`config.mk`:
```
export PLATFORM = sky130hd
export DESIGN_NAME = cache_refill_ctrl
export DESIGN_NICKNAME = d
export VERILOG_FILES = /design/src/rtl/cache_pkg.sv /design/src/rtl/line_buffer.sv /design/src/rtl/cache_refill_ctrl.sv
export SDC_FILE = /design/constraint.sdc
export NUM_CORES = 1
export LEC_CHECK = 0
export CAP_MARGIN = 20
export CORE_ASPECT_RATIO = 1.1
export CORE_UTILIZATION = 39
export DETAILED_ROUTE_END_ITERATION = 8
export GPL_ROUTABILITY_DRIVEN = 0
export PLACE_DENSITY = 0.8
export RECOVER_POWER = 25
export SLEW_MARGIN = 30
export SYNTH_ARGS = -nofsm -noshare
export SYNTH_HDL_FRONTEND = slang
export SYNTH_HIERARCHICAL = 1
export SYNTH_SLANG_ARGS = --single-unit
```
`constraint.sdc`:
```
create_clock -name clk -period 4.8 [get_ports clk]
set_clock_uncertainty 0.2 [all_clocks]
set_input_delay 1.2 -clock clk [delete_from_list [all_inputs] [get_ports clk]]
set_output_delay 1.2 -clock clk [all_outputs]
set_load 0.01 [all_outputs]
```
`src/rtl/cache_pkg.sv`:
```
// Shared definitions for the data-cache refill path.
// Holds the refill FSM state type, line geometry constants and the address
// field boundaries used by both the cache and its refill controller.
package cache_pkg;

  typedef enum logic [1:0] {
    StIdle,
    StFetch,
    StFill
  } refill_state_e;

  localparam int unsigned WORDS_PER_LINE = 4;
  localparam int unsigned WORD_OFF_W     = 2;  // word index within a line
  localparam int unsigned LINE_OFF_W     = 4;  // byte offset within a line

  // Address field slices shared with the cache lookup.
  localparam int unsigned TAG_MSB  = 31;
  localparam int unsigned TAG_LSB  = 6;
  localparam int unsigned SET_MSB  = 5;
  localparam int unsigned SET_LSB  = 4;
  localparam int unsigned WOFF_MSB = 3;
  localparam int unsigned WOFF_LSB = 2;

endpackage

```
`src/rtl/line_buffer.sv`:
```
// Four-entry capture register holding one cache line during a refill.
// Ports:
//   clk_i, rst_i       clock and asynchronous active-high clear
//   we_i, idx_i        write enable and word index of the incoming word
//   wdata_i            word to capture
//   d0_o..d3_o         stored words at offsets 0..3
module line_buffer
  import cache_pkg::*;
#(
  parameter int unsigned DATA_WIDTH = 32
) (
  input  logic                  clk_i,
  input  logic                  rst_i,
  input  logic                  we_i,
  input  logic [WORD_OFF_W-1:0] idx_i,
  input  logic [DATA_WIDTH-1:0] wdata_i,
  output logic [DATA_WIDTH-1:0] d0_o,
  output logic [DATA_WIDTH-1:0] d1_o,
  output logic [DATA_WIDTH-1:0] d2_o,
  output logic [DATA_WIDTH-1:0] d3_o
);

  logic [DATA_WIDTH-1:0] words_q [WORDS_PER_LINE];

  always_ff @(posedge clk_i or posedge rst_i) begin
    if (rst_i) begin
      for (int i = 0; i < WORDS_PER_LINE; i++) begin
        words_q[i] <= '0;
      end
    end else if (we_i) begin
      words_q[idx_i] <= wdata_i;
    end
  end

  assign d0_o = words_q[0];
  assign d1_o = words_q[1];
  assign d2_o = words_q[2];
  assign d3_o = words_q[3];

endmodule

```
`src/rtl/cache_refill_ctrl.sv`:
```
// Miss handler for the 4-set, 4-word-line direct-mapped data cache.
// On a miss it stalls the pipeline, reads the aligned line from memory one
// word per handshake (order 0..3), then pulses fill_o for one cycle so the
// cache can write d0..d3 under fill_tag_addr_o.
// Ports:
//   clk, rst                  clock, asynchronous active-high reset
//   access_i, miss_i, addr_i  MEM-stage load lookup result and byte address
//   stall_o, busy_o           pipeline freeze / controller not idle
//   mem_req_o, mem_addr_o     level read request and word address
//   mem_rvalid_i, mem_rdata_i read completion and data
//   fill_o, fill_tag_addr_o   one-cycle cache write strobe and line base
//   d0_o..d3_o                captured line words
module cache_refill_ctrl #(
  parameter int unsigned DATA_WIDTH     = 32,
  parameter int unsigned ADDR_WIDTH     = 32,
  parameter int unsigned WORDS_PER_LINE = 4
) (
  input  logic                  clk,
  input  logic                  rst,
  input  logic                  access_i,
  input  logic                  miss_i,
  input  logic [ADDR_WIDTH-1:0] addr_i,
  output logic                  stall_o,
  output logic                  mem_req_o,
  output logic [ADDR_WIDTH-1:0] mem_addr_o,
  input  logic                  mem_rvalid_i,
  input  logic [DATA_WIDTH-1:0] mem_rdata_i,
  output logic                  fill_o,
  output logic [ADDR_WIDTH-1:0] fill_tag_addr_o,
  output logic [DATA_WIDTH-1:0] d0_o,
  output logic [DATA_WIDTH-1:0] d1_o,
  output logic [DATA_WIDTH-1:0] d2_o,
  output logic [DATA_WIDTH-1:0] d3_o,
  output logic                  busy_o
);

  import cache_pkg::*;

  localparam logic [WORD_OFF_W-1:0] LastWord = WORD_OFF_W'(WORDS_PER_LINE - 1);

  refill_state_e         state_q, state_d;
  logic [WORD_OFF_W-1:0] k_q, k_d;
  logic [ADDR_WIDTH-1:0] line_base_q, line_base_d;
  logic                  buf_we;

  // Byte offset within the line never affects which line is fetched.
  logic unused_addr_lsbs;
  assign unused_addr_lsbs = ^addr_i[LINE_OFF_W-1:0];

  // State register
  always_ff @(posedge clk or posedge rst) begin
    if (rst) begin
      state_q     <= StIdle;
      k_q         <= '0;
      line_base_q <= '0;
    end else begin
      state_q     <= state_d;
      k_q         <= k_d;
      line_base_q <= line_base_d;
    end
  end

  // Next-state logic
  always_comb begin
    state_d     = state_q;
    k_d         = k_q;
    line_base_d = line_base_q;
    unique case (state_q)
      StIdle: begin
        if (access_i && miss_i) begin
          line_base_d = {addr_i[ADDR_WIDTH-1:LINE_OFF_W], {LINE_OFF_W{1'b0}}};
          k_d         = '0;
          state_d     = StFetch;
        end
      end
      StFetch: begin
        if (mem_rvalid_i) begin
          if (k_q == LastWord) begin
            state_d = StFill;
          end else begin
            k_d = k_q + 1'b1;
          end
        end
      end
      StFill:  state_d = StIdle;
      default: state_d = StIdle;
    endcase
  end

  // Outputs
  always_comb begin
    busy_o     = (state_q != StIdle);
    stall_o    = ((state_q == StIdle) && access_i && miss_i) || (state_q != StIdle);
    mem_req_o  = (state_q == StFetch);
    fill_o     = (state_q == StFill);
    buf_we     = (state_q == StFetch) && mem_rvalid_i;
    mem_addr_o = '0;
    if (state_q == StFetch) begin
      // Base has a zero line offset, so the word address is a pure splice.
      mem_addr_o = {line_base_q[ADDR_WIDTH-1:LINE_OFF_W], k_q, 2'b00};
    end
  end

  assign fill_tag_addr_o = line_base_q;

  line_buffer #(
    .DATA_WIDTH(DATA_WIDTH)
  ) u_line_buffer (
    .clk_i  (clk),
    .rst_i  (rst),
    .we_i   (buf_we),
    .idx_i  (k_q),
    .wdata_i(mem_rdata_i),
    .d0_o   (d0_o),
    .d1_o   (d1_o),
    .d2_o   (d2_o),
    .d3_o   (d3_o)
  );

endmodule
```
Word level (Yosys, flattened, before mapping)
Cells that the tools add are included.
- equal/unequal tests: 7
- reduce and logical (&&, ||, !) cells: 12
- $lt $le $gt $ge: 2
- mux-type cells: 12
- bitwise logic cells: 1
- add/sub/neg operators: 1
- operators with widths (cell ; count):
    128-bit bitwise mux ; 1
    32-bit demux with 2-bit select ; 1
    32-bit two-way mux ; 2
    2-bit two-way mux ; 6
    2-bit case mux with 2 select lines ; 2
    1-bit logical AND ; 5
    2-bit == test, second input constant ; 2
    2-bit by 1-bit inequality test with 1-bit output, second input constant ; 2
    2-bit inequality test, second input constant ; 2
    4-bit AND reduction ; 1
    2-bit nonzero test ; 2
    3-bit >= comparator, second input constant ; 1
    3-bit by 1-bit less-than comparator with 1-bit output, second input constant ; 1
    2-bit NOT with 3-bit output ; 1
    3-bit AND reduction ; 1
    2-bit by 1-bit adder with 2-bit output, second input constant ; 1
    2-bit by 1-bit == test with 1-bit output, second input constant ; 1
    2-bit logical NOT ; 1
    2-bit AND reduction ; 1
    1-bit logical OR ; 1
- register bits: 160
- logic and storage cells: 42
- output and inout bits: 196
- input port bits: 69

Longest topological paths before layout
- word-level depth: 6
- depth in mapped cells: 6
- mapped depth without buffers: 4

By module
Netlist, hierarchy kept.
- by module, submodules not included (module ; cells an instance ; area each (µm²) ; times used):
    line_buffer ; 273 ; 4748.3 ; 1
    cache_refill_ctrl ; 118 ; 1535.2 ; 1

Worst setup path after synthesis
No wires, ideal clock.
- kind: in2out
- from: input port access_i
- to: output port stall_o
- data required time: 3400 ps
- arrival: 1387 ps
- path slack: 2013 ps
- stages on the path: 1
- buffers on the path: 0
- cells stage by stage: a21o_1
- cells in the longest elaborated chain, start to end: 3
- ends and longest elaborated chain (what ; line ; source):
    from (decl) ; cache_refill_ctrl.sv:20 ; input logic access_i,
    1-bit logical AND (2 in a row) ; cache_refill_ctrl.sv:93 ; stall_o = ((state_q == StIdle) && access_i && miss_i) || (state_q != StIdle);
    1-bit logical OR ; cache_refill_ctrl.sv:93 ;
    to (decl) ; cache_refill_ctrl.sv:23 ; output logic stall_o,
Every way passes these cells.

Final worst setup path
Ends and elaborated chain as after synthesis.

==> flow_summary.toml <==
[timing]
max_freq_mhz = 267.3
setup_viol = 0
rsz0062_at_grt = "false"
tightest_slew_ns = 1.713
final.setup.tns_ns = 0
finalMaxSlewViolations = 102
fin_crit_sh_pct = 77.95
finalHoldViolCount = 0
slew_headroom_pct = -14.21
min_period_ns = 3.741
finalWorstSetupSlack_ns = 1.059

[cells_and_area]
drive_above_1_share_pct = 29.92
post-route-util_pct = 61.19
diodes = 0
area_delta_synth_final_pct = 53.23
num-nets-final = 722

[run_status]
status = "finished with violations"
violations = "max-capacitance violations, max-slew violations"

[clocking]
cts_resized = 0
h-tree-depth = 4
cts_buffers = 17
cts_tree = "built"
postCtsSetupBuffers = 0
cts_hold_buf = 0
cts-root-buf = "clkbuf_16"
cts_sinks = 160
clk_latency_ns = 0.41
clkSlewWorstSetupHoldPaths_ns = 0.06
clockBufferDepth = 2

[worst_setup_path]
worstPathRequired_ns = 3.40
ff2ff_path_depth = 5
arrival_ns = 2.34
r2r_setup_slack_ns = 1.84
worst-path-max-fanout = 2
start_kind = "input pin"
criticalPathCategory = "in -> out"
timing.rr.end = "u_line_buffer/d0_o[19]"
worstReg2RegStart = "state_q[1]"
end_kind = "output port"

[route]
wl_mm = 16.12
avgRoutedWirePerCell_um = 18.64
vias = 4146
first_pass_iters = 4
routed_via_density = 4.793
first_iter_violations = 127
ant_nets = 0
drcViolationCount = 0

[synthesis]
synth_area_leaders = "dfrtp_1, mux2_2, and2_1"
synth_flop_cell = "dfrtp_1"
synth_cells = 391
synth-seq-cells = 160
yosysSeqAreaShare_pct = 63.72
netlist_area_mm2 = 0.006284
yosys.area.top_type = "dfrtp_1"
synth_cell_types = 26
synth_top_area_share_pct = 63.72
syn_area_per_cell_um2 = 16.07
ys_warn_count = 6
synthTopCellsByCount = "dfrtp_1, mux2_2, and2_1"
yosysMostFrequentCell = "dfrtp_1"
synthArstFlopShare_pct = 100.0
synth_edf_count = 0

[floorplanning]
die_width_um = 123.0
die-area_mm2 = 0.01662
rows = 48
initial_core_util_pct = 39.93
coreArea_mm2 = 0.01574
die_y_um = 135.1
io-pin-count = 265

[grt]
top_usage_layer = "met2"
grt_pass1_wl_mm = 24.84
grt_util_all_layers_pct = 20.14
met2_usage_pct = 36.30
grt_max_degree = 69
grt_pass1_vias = 4602
antenna_found_initial = 0
grt.overflow.total = 0
grt_util_met3_pct = 6.926
met1_usage_pct = 21.42

[flow_run]
maxCapViolations = 2

[power]
ir_drop_mv = 0.3812
p_per_area_mw_per_mm2 = 749.5
p_total_mw = 7.216
power_leakage_nw = 4.069

[min_path]
hold-path-cell-count = 1
min-delay-start = "u_line_buffer/d1_o[5]"
hold_class = "reg -> reg"
holdPathEnd = "u_line_buffer/d1_o[5]"

[placed_design]
place.port_buffers = 254
hpwl_mm = 11.41
dpl_worst_slack_ns = 1.042
## sequential cells by signal, indices dropped and copies added (netlist names)
signal              cells
u_line_buffer/d0_o     32
u_line_buffer/d1_o     32
u_line_buffer/d2_o     32
u_line_buffer/d3_o     32
fill_tag_addr_o        28
k_q                     2
state_q                 2
## cell type report
cell class                 count  area, um2
clock buffer                  20      456.7
tap                          200      250.2
clock inverter                12      182.7
multi-input combinational    210       2140
fill                        1179       6107
timing repair buffer         261       2586
sequential                   160       4004
inverter                       2      8.758
## worst max-delay path by stage
stage               cells after the start  startpoint                    end
floorplan                               1         rst  u_line_buffer/d0_o[0]
global placement                        3    access_i                stall_o
detailed placement                      3    access_i                stall_o
CTS                                     3    access_i                stall_o
global route                            3         rst  u_line_buffer/d2_o[3]
finish                                  3    access_i                stall_o
## critical path: stages
cell             delay (ns)
clkdlybuf4s50_1        0.49
a21o_1                 0.12
clkdlybuf4s50_1        0.52
## per-stage QoR
stage               area, um2  instances  hold WS, ns
floorplan                6306        396       0.3288
global placement         9009        833       0.2727
finish                   9628        865       0.3025
detailed placement       9016        833       0.2834
CTS                      9656        865       0.3053
global route             9628        865       0.3098
## layer usage
| metal | up-vias | wire length, um |
|---|---|---|
| li1 | 1878 | - |
| met1 | 2066 | 6086 |
| met2 | 181 | 8507 |
| met3 | 21 | 1218 |
| met4 | 0 | 310 |
| met5 | - | 0 |
## report_power, final
part | switching [mW] | internal, mW | total [mW]
logic | 1.23 | 2.09 | 3.32
registers | 0.428 | 2.03 | 2.46
clock network | 0.536 | 0.902 | 1.44
## cell usage in the layout, fill, tap and decap left out, types with 3 or more instances in the layout
cell type and instances:
buf_4 4, dfrtp_1 160, conb_1 6, and2_1 31, clkinv_4 3, clkinvlp_4 3, bufinv_16 4, clkbuf_16 17
clkdlybuf4s50_1 252, mux2_2 154
## kinds of logic (layout without fill, tap and decap cells)
kind of cell	Yosys count	in the layout	synth area share (%)
AOI/OAI and AO/OA	3	3	0.3783
adders and majority gates	1	1	0.1991
buffers and inverters	26	295	2.768
DFF	160	160	63.72
muxes	157	157	28.20
other	1	6	0.05968
and+or+nand+nor	43	43	4.680
Note: power is estimated with default switching activity, not from simulation.
